`src/rtl/seg_disp_pkg.sv`:
```
// Shared constants and types for the 7-segment display arbiter.
package seg_disp_pkg;

    localparam int unsigned NUM_DIGITS = 4;
    localparam int unsigned SEG_W      = 7;
    localparam logic [SEG_W-1:0]      SEG_BLANK = 7'h7F;
    localparam logic [NUM_DIGITS-1:0] AN_OFF    = 4'hF;

    typedef enum logic [1:0] {
        IDLE  = 2'd0,
        OWN_A = 2'd1,
        OWN_B = 2'd2
    } arb_state_t;

    // Pick one digit's 7-bit pattern out of a packed 4-digit bundle.
    function automatic logic [SEG_W-1:0] digit_slice(
        input logic [NUM_DIGITS*SEG_W-1:0] segs,
        input logic [1:0]                  digit
    );
        logic [SEG_W-1:0] s;
        case (digit)
            2'd0:    s = segs[6:0];
            2'd1:    s = segs[13:7];
            2'd2:    s = segs[20:14];
            default: s = segs[27:21];
        endcase
        return s;
    endfunction

endpackage

```
`src/rtl/seg_scan_timer.sv`:
```
// Digit-slot prescaler and digit counter; flags the last cycle of each 4-digit frame.
module seg_scan_timer
    import seg_disp_pkg::*;
#(
    parameter int unsigned REFRESH_DIV = 100_000
) (
    input  logic       CLOCK,
    input  logic       RESET,
    output logic [1:0] digit,
    output logic       frame_end
);

    localparam int unsigned PW = (REFRESH_DIV > 1) ? $clog2(REFRESH_DIV) : 1;
    localparam logic [PW-1:0] PRESC_LAST = PW'(REFRESH_DIV - 1);

    logic [PW-1:0] presc_q;
    logic [1:0]    digit_q;
    logic          slot_end;

    assign slot_end  = (presc_q == PRESC_LAST);
    assign frame_end = slot_end && (digit_q == 2'(NUM_DIGITS - 1));
    assign digit     = digit_q;

    always_ff @(posedge CLOCK) begin
        if (RESET) begin
            presc_q <= '0;
            digit_q <= '0;
        end else if (slot_end) begin
            presc_q <= '0;
            digit_q <= digit_q + 2'd1;
        end else begin
            presc_q <= presc_q + PW'(1);
        end
    end

endmodule

```
`src/rtl/seg_display_arbiter.sv`:
```
// Arbitrates the shared 4-digit display between requesters A and B (B has priority)
// and scans the current owner's patterns onto seg/an.
module seg_display_arbiter
    import seg_disp_pkg::*;
#(
    parameter int unsigned REFRESH_DIV     = 100_000,
    parameter int unsigned MIN_HOLD_FRAMES = 4
) (
    input  logic        CLOCK,
    input  logic        RESET,
    input  logic        req_a,
    input  logic        req_b,
    input  logic [27:0] segs_a,
    input  logic [27:0] segs_b,
    output logic        grant_a,
    output logic        grant_b,
    output logic [6:0]  seg,
    output logic [3:0]  an,
    output logic        frame_tick
);

    localparam int unsigned HW = $clog2(MIN_HOLD_FRAMES + 1);
    localparam logic [HW-1:0] HOLD_MAX = HW'(MIN_HOLD_FRAMES);

    logic [1:0]       digit;
    logic             frame_end;
    arb_state_t       state_q, state_d;
    logic [HW-1:0]    hold_q, hold_d;
    logic [SEG_W-1:0] seg_q, seg_d;
    logic [3:0]       an_q, an_d;
    logic             tick_q;

    seg_scan_timer #(
        .REFRESH_DIV(REFRESH_DIV)
    ) u_scan (
        .CLOCK    (CLOCK),
        .RESET    (RESET),
        .digit    (digit),
        .frame_end(frame_end)
    );

    always_comb begin
        state_d = state_q;
        if (frame_end) begin
            unique case (state_q)
                IDLE: begin
                    if (req_b)      state_d = OWN_B;
                    else if (req_a) state_d = OWN_A;
                end
                OWN_A: begin
                    if (!req_a)                  state_d = req_b ? OWN_B : IDLE;
                    else if (req_b && hold_q >= HOLD_MAX) state_d = OWN_B;
                end
                OWN_B: begin
                    if (!req_b) state_d = req_a ? OWN_A : IDLE;
                end
                default: state_d = IDLE;
            endcase
        end
    end

    // hold counts frames completed under the current owner, saturating
    always_comb begin
        hold_d = hold_q;
        if (state_d != state_q)                hold_d = '0;
        else if (frame_end && hold_q < HOLD_MAX) hold_d = hold_q + HW'(1);
    end

    always_comb begin
        seg_d = SEG_BLANK;
        an_d  = AN_OFF;
        unique case (state_q)
            OWN_A: begin
                seg_d = digit_slice(segs_a, digit);
                an_d  = ~(4'b0001 << digit);
            end
            OWN_B: begin
                seg_d = digit_slice(segs_b, digit);
                an_d  = ~(4'b0001 << digit);
            end
            default: ;
        endcase
    end

    always_ff @(posedge CLOCK) begin
        if (RESET) begin
            state_q <= IDLE;
            hold_q  <= '0;
            seg_q   <= SEG_BLANK;
            an_q    <= AN_OFF;
            tick_q  <= 1'b0;
        end else begin
            state_q <= state_d;
            hold_q  <= hold_d;
            seg_q   <= seg_d;
            an_q    <= an_d;
            tick_q  <= frame_end;
        end
    end

    assign grant_a    = (state_q == OWN_A);
    assign grant_b    = (state_q == OWN_B);
    assign seg        = seg_q;
    assign an         = an_q;
    assign frame_tick = tick_q;

endmodule

```
`config.mk`:
```
export PLATFORM = sky130hd
export DESIGN_NAME = seg_display_arbiter
export DESIGN_NICKNAME = d
export VERILOG_FILES = /design/src/rtl/seg_disp_pkg.sv /design/src/rtl/seg_scan_timer.sv /design/src/rtl/seg_display_arbiter.sv
export SDC_FILE = /design/constraint.sdc
export NUM_CORES = 1
export LEC_CHECK = 0
export BUFFER_PORTS_ARGS = -buffer_cell sky130_fd_sc_hd__buf_2
export CORE_MARGIN = 1
export CORE_UTILIZATION = 53
export DETAILED_ROUTE_END_ITERATION = 7
export GPL_TIMING_DRIVEN = 1
export PLACE_DENSITY = 0.91
export SLEW_MARGIN = 20
export SYNTH_ARGS = -nofsm -noshare
export SYNTH_HDL_FRONTEND = slang
export SYNTH_SLANG_ARGS = --single-unit
```
`constraint.sdc`:
```
create_clock -name CLOCK -period 3.35 [get_ports CLOCK]
set_input_delay 0.67 -clock CLOCK [delete_from_list [all_inputs] [get_ports CLOCK]]
set_output_delay 0.67 -clock CLOCK [all_outputs]
set_load 0.05 [all_outputs]
```
==> run_results.csv <==
group,metric,value,unit
clock_tree,path_clk_slew,0.07,ns
global_routing,grt_usage,24.9,%
yosys,yosysUniqueCellTypes,42,
outcome,status,"complete, no violations",
setup_path,critPathKind,"reg2reg",
setup_path,path_max_fanout,13,
pwr,p_sw,0.177,mW
route,routed_wirelength,4.82,mm
route,drtAntennaViolNets,0,
yosys,yosysWarnings,0,
timing,fmax,400,MHz
setup_path,cp-start-kind,"register",
setup_path,cp.arrival,2.72,ns
yosys,synth_compound_area_share,19.6,%
clock_tree,cts_setup_buffers,0,
yosys,synth_fa_ha_area_share,6.90,%
finish,nFillCells,277,
pwr,power.share.sequential,47.9,%
yosys,synth_xor_area_share,6.15,%
global_routing,grt_pass1_vias,1862,
pwr,clock_power_share,45.2,%
floorplan,fp-row-count,21,
pwr,power_leakage,0.976,nW
pwr,combPwrFrac,6.9,%
setup_path,r2r_cells,8,
finish,syn2layout_area_growth,24.8,%
place,place_ws,0.870,ns
yosys,async_flop_share,0,%
run,cap_violations,0,
yosys,synth_area,1990,µm²
global_routing,grt.overflow.total,0,
finish,diodes,0,
route,num_vias,2017,
timing,fin_hold_ws,0.460,ns
yosys,synth_cells,240,
setup_path,timing.rr.start,"state_q[0]",
clock_tree,cts_resized,0,
finish,nets,381,
clock_tree,clock_sinks,36,
clock_tree,clockBufferDepth,2,
floorplan,pin_count,74,
pwr,finalPower,0.906,mW
timing,slew_violations,0,
yosys,synth-seq-cells,36,
route,vias_per_cell,5.65,
setup_path,required,3.57,ns
clock_tree,cts_max_level,2,
route,wl_met3,331,µm
floorplan,die_w,63.3,µm
timing,setup_viol,0,
route,firstDrtPassIters,4,
route,drt-initial-drc-count,138,
setup_path,startpoint,"state_q[0]",
setup_path,crit_end,"hold_q[0]",
route,top_layer_used,"met4",
timing,setup_ws,0.851,ns
route,post_drt_wl_per_cell,13.5,µm
place,io_buffers,73,
yosys,ys.flop_type,"dfxtp_1",
timing,rsz0062_at_grt,"false",
floorplan,die-area,4010,µm²
pwr,intPower,0.729,mW
finish,drive_gt1_share,27.7,%
timing,hold_viol,0,
yosys,syn-num-nets,311,
clock_tree,cts_tree,"done",
setup_path,reg2reg_to,"hold_q[0]",
yosys,synth_top_family_by_area,"simple AND/OR/NAND/NOR gates",
place,place_hpwl,3.65,mm
pwr,swShare,19.5,%
clock_tree,clockRootBuffer,"clkbuf_8",
yosys,synth_mux_area_share,0,%
yosys,synth_top_cell_area_share,36.1,%
yosys,synth_seq_area_share,36.1,%
setup_path,reg2reg_slack,0.85,ns
route,drt-met1-wl,2.05,mm
yosys,synthSimpleGateAreaFrac,26.8,%
clock_tree,postCtsHoldBufs,0,
place,gp_congestion,0.887,
timing,setup_tns,0,ns
yosys,synth_edf_count,0,
pwr,irDropWorstVdd,345,µV
setup_path,cp-end-kind,"register",
floorplan,coreArea,3470,µm²
clock_tree,numCtsBuffers,5,
floorplan,initial_core_util,57.5,%
global_routing,grt_pass1_wl,7.99,mm
timing,slew_headroom,54.8,%
timing,finalCritPeriodShare,74.6,%
route,route.detailed.drc,0,
worst_hold_path,hold_class,"reg2reg",
yosys,post_synth_main_area_contributors,"dfxtp_1 36%, a222oi_1 7.0%, ha_1 6.9%",
timing,worst_pin_slew,0.677,ns
yosys,yosys.area.top_type,"dfxtp_1",
global_routing,grt_max_degree,16,
floorplan,die_h,63.3,µm
yosys,syn_avg_cell_area,8.31,µm²
finish,layout_commonest_cell,"buf_2",
clock_tree,insertion_delay,0.29,ns
timing,min_period,2.50,ns
timing,clock_skew,0.00702,ns
pwr,power_density,364,nW/µm²
global_routing,antenna_found_initial,0,
finish,most-common-layout-cells,"73 x buf_2, 36 x nand2_1, 36 x dfxtp_1, 25 x nor2_1, 14 x a222oi_1",
route,wl_met2,2.39,mm
[flip-flops by register name, indices dropped and copies added (netlist names)]
signal and count:
u_scan.presc_q 17, seg 7, an 4, hold_q 3
state_q 2, u_scan.digit 2, frame_tick 1
[layer usage]
| metal | vias to the layer above | global-route usage [%] |
|---|---|---|
| met1 | 916 | 27.2 |
| li1 | 1019 | - |
| met5 | - | 0 |
| met4 | 0 | 5.68 |
| met3 | 5 | 7.25 |
| met2 | 77 | 46.4 |
[worst min-delay path by stage]
stage / start / endpoint / slack, ns / cells past startpoint
2_1_floorplan: u_scan.presc_q[0] / u_scan.presc_q[0] / 0.42 / 1
3_3_place_gp: u_scan.presc_q[0] / u_scan.presc_q[0] / 0.43 / 1
3_5_place_dp: u_scan.presc_q[0] / u_scan.presc_q[0] / 0.44 / 1
4_1_cts: u_scan.presc_q[0] / u_scan.presc_q[0] / 0.46 / 1
5_1_grt: u_scan.presc_q[0] / u_scan.presc_q[0] / 0.50 / 1
6_report: u_scan.presc_q[0] / u_scan.presc_q[0] / 0.46 / 1
[cell families (layout without fill, tap and decap cells)]
logic type               after synthesis  count (layout)
adder cells (fa/ha/maj)               11              11
XOR/XNOR                              14              14
AND/OR/NAND/NOR                      105             105
flip-flops                            36              36
AO/OA/AOI/OAI                         55              55
buffers and inverters                 19              90
[synth_stat cells, drive strengths merged, types with 4 or more instances]
cell	instances
buf	4
ha	11
a22oi	7
inv	9
nand2	36
nor2	25
clkbuf	6
o22ai	8
o21ai	12
nand3	11
nor4	4
xnor2	4
a21oi	8
a222oi	14
dfxtp	36
xor2	10
[per-stage QoR]
stage | instances | cell area [µm²] | util, %
floorplan | 240 | 1990 | -
global placement | 349 | 2360 | 68.1
detailed placement | 349 | 2360 | 68.1
CTS | 357 | 2490 | 71.8
global route | 357 | 2490 | 71.8
finish | 357 | 2490 | 71.8
[power by group through the flow]
stage          sequential [mW]  clock [mW]  combinational [mW]
2_1_floorplan            0.443           0              0.0253
3_3_place_gp             0.443           0              0.0607
3_5_place_dp             0.443           0              0.0623
4_1_cts                  0.434       0.417              0.0628
5_1_grt                  0.434       0.434              0.0699
6_report                 0.434       0.410              0.0626
[final cells by class]
class                           instances  area (µm²)  area share [%]
Multi-Input combinational cell        185        1180            47.6
Clock inverter                          1        30.0            1.21
Sequential cell                        36         721            29.0
Clock buffer                            7        96.3            3.87
Timing Repair Buffer                   73         365            14.7
Tap cell                               46        57.6            2.31
Inverter                                9        33.8            1.36
[critical path: stages, from the launching register on]
cell	delay, ns
dfxtp_1	0.44
inv_1	0.14
ha_1	0.37
or2_0	0.27
a41oi_1	0.22
o22ai_1	0.17
nor3_4	0.21
or4b_1	0.45
a31oi_1	0.16
Note: power is estimated with default switching activity, not from simulation.
